--- config.mk ---
export PLATFORM = sky130hd
export DESIGN_NAME = dht11_sampler
export DESIGN_NICKNAME = d
export VERILOG_FILES = /design/src/rtl/dht11_pkg.sv /design/src/rtl/bin2bcd8.sv /design/src/rtl/dht11_sampler.sv
export SDC_FILE = /design/constraint.sdc
export NUM_CORES = 1
export LEC_CHECK = 0
export ABC_AREA = 0
export CAP_MARGIN = 20
export CORE_MARGIN = 5
export CORE_UTILIZATION = 52
export CTS_CLUSTER_DIAMETER = 30
export DETAILED_ROUTE_END_ITERATION = 8
export PLACE_DENSITY = 0.8
export SLEW_MARGIN = 40
export SYNTH_ARGS = -nofsm -noshare
export SYNTH_HDL_FRONTEND = slang
export SYNTH_HIERARCHICAL = 1
export SYNTH_SLANG_ARGS = --single-unit
--- constraint.sdc ---
create_clock -name clk -period 3.15 [get_ports clk]
set_clock_uncertainty 0.2 [all_clocks]
set_input_delay 0.63 -clock clk [delete_from_list [all_inputs] [get_ports clk]]
set_output_delay 0.63 -clock clk [all_outputs]
set_load 0.03 [all_outputs]
--- src/rtl/dht11_pkg.sv ---
// Shared types for the DHT11 measurement sampler: FSM states, error codes,
// the captured reading payload and the double-dabble digit adjust.
package dht11_pkg;

  localparam int unsigned BIN_W       = 8;
  localparam int unsigned BCD_W       = 12;
  localparam int unsigned ERR_CNT_W   = 8;
  localparam int unsigned ERR_CNT_MAX = 255;

  typedef enum logic [2:0] {
    ST_STARTUP     = 3'd0,
    ST_WAIT_PERIOD = 3'd1,
    ST_TRIGGER     = 3'd2,
    ST_WAIT_DONE   = 3'd3,
    ST_CONVERT     = 3'd4
  } state_t;

  typedef enum logic [1:0] {
    ERR_NONE    = 2'd0,
    ERR_CSUM    = 2'd1,
    ERR_TIMEOUT = 2'd2
  } err_t;

  typedef struct packed {
    logic [BIN_W-1:0] rh;
    logic [BIN_W-1:0] t;
  } reading_t;

  // Double-dabble correction applied to each BCD digit before a shift.
  function automatic logic [3:0] dabble_adj(input logic [3:0] d);
    return (d >= 4'd5) ? 4'(d + 4'd3) : d;
  endfunction

endpackage

--- src/rtl/bin2bcd8.sv ---
// Sequential double-dabble: one load cycle, then eight shift cycles,
// converting an 8-bit binary value into three BCD digits.
module bin2bcd8
  import dht11_pkg::*;
(
  input  logic             clk,
  input  logic             rst,
  input  logic             start,
  input  logic [BIN_W-1:0] bin,
  output logic [BCD_W-1:0] bcd,
  output logic             done
);

  localparam int unsigned SH_W  = BCD_W + BIN_W;
  localparam int unsigned CNT_W = 4;

  logic [SH_W-1:0]  shreg;
  logic [SH_W-1:0]  adj_c;
  logic [CNT_W-1:0] cnt;
  logic             run;

  always_comb begin
    adj_c = {dabble_adj(shreg[19:16]), dabble_adj(shreg[15:12]),
             dabble_adj(shreg[11:8]), shreg[7:0]};
  end

  // Load on start, then adjust-and-shift once per clock for BIN_W clocks.
  always_ff @(posedge clk or posedge rst) begin
    if (rst) begin
      shreg <= '0;
      cnt   <= '0;
      run   <= 1'b0;
      done  <= 1'b0;
    end else begin
      done <= 1'b0;
      if (start) begin
        shreg <= {BCD_W'(0), bin};
        cnt   <= '0;
        run   <= 1'b1;
      end else if (run) begin
        shreg <= {adj_c[SH_W-2:0], 1'b0};
        cnt   <= CNT_W'(cnt + CNT_W'(1));
        if (cnt == CNT_W'(BIN_W - 1)) begin
          run  <= 1'b0;
          done <= 1'b1;
        end
      end
    end
  end

  assign bcd = shreg[SH_W-1:BIN_W];

endmodule

--- src/rtl/dht11_sampler.sv ---
// Periodic DHT11 measurement scheduler: triggers the bus controller on a
// fixed cadence, validates the result, converts it to BCD and tracks errors.
module dht11_sampler
  import dht11_pkg::*;
#(
  parameter int unsigned CLK_HZ     = 100_000_000,
  parameter int unsigned STARTUP_MS = 1000,
  parameter int unsigned PERIOD_MS  = 2000,
  parameter int unsigned TIMEOUT_MS = 50
) (
  input  logic                 clk,
  input  logic                 rst,
  input  logic                 enable,
  input  logic                 dht11_done,
  input  logic                 dht11_valid,
  input  logic [BIN_W-1:0]     rh_data,
  input  logic [BIN_W-1:0]     t_data,
  output logic                 start,
  output logic [BCD_W-1:0]     rh_bcd,
  output logic [BCD_W-1:0]     t_bcd,
  output logic                 data_ready,
  output logic                 have_data,
  output logic [ERR_CNT_W-1:0] err_cnt,
  output logic [1:0]           last_err,
  output logic                 busy
);

  localparam int unsigned TICK_DIV = (CLK_HZ / 1000 > 0) ? CLK_HZ / 1000 : 1;
  localparam int unsigned PRE_W    = (TICK_DIV > 1) ? $clog2(TICK_DIV) : 1;
  localparam int unsigned MS_MAX   = (STARTUP_MS > PERIOD_MS) ? STARTUP_MS : PERIOD_MS;
  localparam int unsigned MS_W     = $clog2(MS_MAX + 1);

  state_t           state;
  state_t           state_nx;
  logic [PRE_W-1:0] pre_cnt;
  logic [MS_W-1:0]  ms_cnt;
  logic             period_due;
  reading_t         capture;
  logic             conv_start;
  logic [BCD_W-1:0] rh_conv;
  logic [BCD_W-1:0] t_conv;
  logic             rh_conv_done;
  logic             t_conv_done;

  logic tick_c;
  logic period_exp_c;
  logic due_c;
  logic startup_done_c;
  logic trig_c;
  logic cap_c;
  logic csum_c;
  logic tmo_c;
  logic conv_ok_c;
  logic fail_c;

  assign tick_c       = (pre_cnt == PRE_W'(TICK_DIV - 1));
  assign period_exp_c = tick_c && (ms_cnt == MS_W'(PERIOD_MS - 1));
  assign due_c        = period_due || period_exp_c;
  assign fail_c       = csum_c || tmo_c;

  // State register.
  always_ff @(posedge clk or posedge rst) begin
    if (rst) state <= ST_STARTUP;
    else     state <= state_nx;
  end

  // Next-state and per-clock event strobes.
  always_comb begin
    state_nx       = state;
    startup_done_c = 1'b0;
    trig_c         = 1'b0;
    cap_c          = 1'b0;
    csum_c         = 1'b0;
    tmo_c          = 1'b0;
    conv_ok_c      = 1'b0;
    case (state)
      ST_STARTUP: begin
        if (tick_c && (ms_cnt == MS_W'(STARTUP_MS - 1))) begin
          startup_done_c = 1'b1;
          state_nx       = ST_WAIT_PERIOD;
        end
      end
      ST_WAIT_PERIOD: begin
        if (due_c && enable) begin
          trig_c   = 1'b1;
          state_nx = ST_TRIGGER;
        end
      end
      ST_TRIGGER: state_nx = ST_WAIT_DONE;
      ST_WAIT_DONE: begin
        // A done on the expiry clock still counts as an answer.
        if (dht11_done) begin
          if (dht11_valid) begin
            cap_c    = 1'b1;
            state_nx = ST_CONVERT;
          end else begin
            csum_c   = 1'b1;
            state_nx = ST_WAIT_PERIOD;
          end
        end else if (tick_c && (ms_cnt == MS_W'(TIMEOUT_MS - 1))) begin
          tmo_c    = 1'b1;
          state_nx = ST_WAIT_PERIOD;
        end
      end
      ST_CONVERT: begin
        if (rh_conv_done && t_conv_done) begin
          conv_ok_c = 1'b1;
          state_nx  = ST_WAIT_PERIOD;
        end
      end
      default: state_nx = ST_STARTUP;
    endcase
  end

  // ms prescaler and ms counter, both restarted on every trigger so the
  // period and the timeout are measured from the start pulse.
  always_ff @(posedge clk or posedge rst) begin
    if (rst) begin
      pre_cnt    <= '0;
      ms_cnt     <= '0;
      period_due <= 1'b0;
    end else if (trig_c) begin
      pre_cnt    <= '0;
      ms_cnt     <= '0;
      period_due <= 1'b0;
    end else begin
      pre_cnt <= tick_c ? '0 : PRE_W'(pre_cnt + PRE_W'(1));
      if (tick_c && (ms_cnt != MS_W'(MS_MAX))) ms_cnt <= MS_W'(ms_cnt + MS_W'(1));
      if (startup_done_c || period_exp_c) period_due <= 1'b1;
    end
  end

  // Registered outputs, capture register and converter launch.
  always_ff @(posedge clk or posedge rst) begin
    if (rst) begin
      start      <= 1'b0;
      busy       <= 1'b0;
      data_ready <= 1'b0;
      have_data  <= 1'b0;
      rh_bcd     <= '0;
      t_bcd      <= '0;
      err_cnt    <= '0;
      last_err   <= ERR_NONE;
      capture    <= '0;
      conv_start <= 1'b0;
    end else begin
      start      <= trig_c;
      busy       <= (state_nx == ST_TRIGGER) || (state_nx == ST_WAIT_DONE) ||
                    (state_nx == ST_CONVERT);
      data_ready <= conv_ok_c;
      conv_start <= cap_c;
      if (cap_c) capture <= '{rh: rh_data, t: t_data};
      if (conv_ok_c) begin
        rh_bcd    <= rh_conv;
        t_bcd     <= t_conv;
        have_data <= 1'b1;
        last_err  <= ERR_NONE;
      end
      if (fail_c) begin
        last_err <= csum_c ? ERR_CSUM : ERR_TIMEOUT;
        if (err_cnt != ERR_CNT_W'(ERR_CNT_MAX)) err_cnt <= ERR_CNT_W'(err_cnt + ERR_CNT_W'(1));
      end
    end
  end

  bin2bcd8 u_rh_conv (
    .clk   (clk),
    .rst   (rst),
    .start (conv_start),
    .bin   (capture.rh),
    .bcd   (rh_conv),
    .done  (rh_conv_done)
  );

  bin2bcd8 u_t_conv (
    .clk   (clk),
    .rst   (rst),
    .start (conv_start),
    .bin   (capture.t),
    .bcd   (t_conv),
    .done  (t_conv_done)
  );

endmodule

==> results.py <==
metrics = {
    "outcome": {
        "outcome": "complete, no violations",
    },
    "sta": {
        "tns_ns": 0,
        "tightest_slew_ns": 0.681,
        "fin_crit_ns": 2.67,
        "relSlewSlack_pct": 54.5,
        "fin_crit_sh_pct": 84.9,
        "rsz0062_at_grt": "no",
        "slew_viol_final": 0,
        "clock.fmax_mhz": 374,
        "setup_violations": 0,
        "timing_hold_violations_final": 0,
    },
    "place": {
        "dp.final_hpwl_um": 8600,
        "place_congestion": 0.819,
        "placedCellCount": 799,
        "io_buffers": 58,
    },
    "die": {
        "initial_utilization_pct": 52.5,
        "io_pins": 59,
        "dieArea_sq_um": 14900,
        "die_h_um": 122,
        "fp.dieW_um": 122,
        "num_rows": 41,
        "coreArea_sq_um": 12500,
    },
    "synth": {
        "synth-compound-area-share_pct": 7.57,
        "synthMuxAreaShare_pct": 11.2,
        "synth_cell_type_count": 55,
        "synth_fa_ha_area_share_pct": 3.63,
        "netlist_area_sq_um": 6550,
        "synth_enable_flop_cells": 0,
        "synth_top_family_by_area": "simple AND/OR/NAND/NOR gates",
        "synth_flop_cell": "dfrtp_1",
        "synth_top_area_cell": "dfrtp_1",
        "synth-warning-count": 6,
        "synth_fp_nets": 623,
        "synthCells": 583,
        "async_flop_share_pct": 100,
        "yosys.area_share.simple_pct": 16.5,
        "synth.ff_latch_count": 139,
        "synthTopCellsByArea": "dfrtp_1, mux2_2, ha_1",
        "seq_area_frac_synth_pct": 53.1,
        "synth_area_per_cell_sq_um": 11.2,
        "synthXorXnorAreaFrac_pct": 4.68,
        "synth_top_area_share_pct": 53.1,
    },
    "finish": {
        "seq_area_sq_um": 3480,
        "multi_input_area_sq_um": 2850,
        "stdcell_count": 830,
        "fillerInstances": 945,
        "antennaDiodeCount": 0,
        "areaGrowthSynthToFinish_pct": 21.6,
        "drive_gt1_share_pct": 15.5,
        "final_nets": 686,
    },
    "clock_tree": {
        "clock_sinks": 139,
        "clkLatencyLatePin_ns": 0.41,
        "cts_setup_buffers": 0,
        "cts-buffers-inserted": 17,
        "cts_tree": "yes",
        "clk_pin_slew_ns": 0.06,
        "ctsHtreeMaxLevel": 4,
        "cts_root_buf": "clkbuf_16",
        "hold_buffers": 0,
        "clk_path_buf_depth": 2,
        "cts_resized": 0,
    },
    "worst_setup_path": {
        "cp-start-kind": "flop",
        "cp_max_fo": 14,
        "crit_arrival_ns": 2.76,
        "path_class": "reg2reg",
        "crit_path_end_kind": "flop",
        "required_ns": 3.24,
        "crit_start": "pre_cnt[0]",
        "r2r-start": "pre_cnt[0]",
    },
    "flow_run": {
        "max_cap_violations": 0,
    },
    "drt": {
        "route.detailed.drc": 0,
        "ant_nets": 0,
        "drt-initial-drc-count": 389,
        "vias": 4593,
        "first_pass_iters": 4,
        "wl_per_cell_um": 15.5,
        "routed_wl_um": 12900,
        "via_per_inst": 5.53,
    },
    "power_and_ir_drop": {
        "p_per_area_nw_per_um2": 771,
        "power_mw": 6.14,
        "p_leak_nw": 3.52,
        "ir_drop_v": 0.000349,
    },
    "grt": {
        "grt_pass1_wl_um": 22400,
        "grt_pass1_vias": 4792,
        "antenna_found_initial": 0,
        "grt_util_all_layers_pct": 18.7,
        "grt_overflow": 0,
        "grt_max_degree": 57,
    },
    "min_path": {
        "hp-class": "reg2reg",
        "hp-start": "have_data",
    },
}
[worst max-delay path: stages, from the launching register on]
cell and delay (ns):
dfrtp_1 0.39, ha_1 0.23, and4_1 0.26, and4_1 0.50, and4_1 0.47, o2111ai_1 0.16
mux2_1 0.35
[flip-flops by register name, indices dropped and copies added, names as in the netlist]
| register | cells |
|---|---|
| u_t_conv/shreg | 20 |
| u_t_conv/run | 1 |
| period_due | 1 |
| u_t_conv/cnt | 4 |
| pre_cnt | 17 |
| u_rh_conv/done | 1 |
| state | 3 |
| u_rh_conv/shreg | 20 |
| ms_cnt | 11 |
| busy | 1 |
| capture | 16 |
| err_cnt | 8 |
| u_rh_conv/cnt | 4 |
| have_data | 1 |
| rh_bcd | 12 |
| u_t_conv/done | 1 |
| t_bcd | 12 |
| u_rh_conv/run | 1 |
| start | 1 |
| last_err | 2 |
| conv_start | 1 |
| data_ready | 1 |
[per-stage QoR]
stage	utilization, %	hold WS [ns]	setup WS (ns)	cell area [sq um]
global placement	58.5	0.253	0.615	7300
global route	63.8	0.285	0.328	7960
CTS	63.8	0.268	0.490	7960
floorplan	-	0.243	0.0698	6550
finish	63.8	0.262	0.476	7960
detailed placement	58.5	0.253	0.529	7300
[final cells by class]
type,instances,area share (%)
clock buffer,20,5.86
clock inverter,11,2.39
inverter,22,1.05
multi-input combinational,398,35.8
sequential,139,43.8
tap,172,2.70
timing repair buffer,68,8.40
[synth_stat cells, types with 5 or more instances]
library cell and number:
buf_4 5, nor3b_1 6, buf_2 9, o21ai_0 5
nor2b_1 5, nand4_1 11, xnor2_1 10, o21ai_1 28
nor4b_1 5, clkbuf_1 5, and3_1 7, ha_1 19
nand3_1 21, nand3b_1 7, nand2b_1 16, nor2_1 50
inv_1 20, nand2_1 42, xor2_1 25, a21oi_1 11
mux2_2 44, dfrtp_1 139, mux2i_1 19
[cells in the final DEF (no fill, tap or decap), types with 5 or more instances in the layout]
cell,n
xor2_1,25
nand2_1,42
ha_1,19
buf_4,9
nor3b_1,6
mux2_2,44
nor2_1,50
inv_1,19
a21oi_1,11
o21ai_0,5
and3_1,7
nand2b_1,16
nand4_1,11
nand3b_1,7
dfrtp_1,138
clkbuf_16,17
bufinv_16,5
nand3_1,21
nor4b_1,5
clkdlybuf4s50_1,58
xnor2_1,10
o21ai_1,28
mux2i_1,19
[power by group]
group / total [mW] / switching (mW) / internal (mW) / leakage [nW]
registers: 2.64 / 0.451 / 2.19 / 1.86
logic: 1.30 / 0.683 / 0.612 / 1.33
clock network: 2.20 / 0.736 / 1.46 / 0.322
[worst paths after layout]
check                                            to  slack [ns]  cells after the start
max in group asynchronous                conv_start        1.59                      3
worst min register to register            have_data        0.26                      1
min in group asynchronous       u_rh_conv/shreg[19]        0.47                      3
worst min-delay path                      have_data        0.26                      1
worst max register to register           err_cnt[5]        0.48                      6
worst max-delay path                     err_cnt[5]        0.48                      6
[metal layers]
| metal | global-route usage (%) | up-vias | part of all wire (%) |
|---|---|---|---|
| met5 | 0 | - | 0 |
| met2 | 32.1 | 94 | 51 |
| met4 | 8.75 | 0 | 1.8 |
| met1 | 23.1 | 2297 | 44 |
| li1 | - | 2185 | - |
| met3 | 3.34 | 17 | 3.3 |
[logic make-up after synthesis]
| kind of cell | Yosys count |
|---|---|
| and+or+nand+nor | 201 |
| DFF | 139 |
| AOI/OAI and AO/OA | 76 |
| muxes | 67 |
| buffers and inverters | 46 |
| xor gates and xnor gates | 35 |
| adders and majority gates | 19 |
Power figures use the tool's default switching activity.
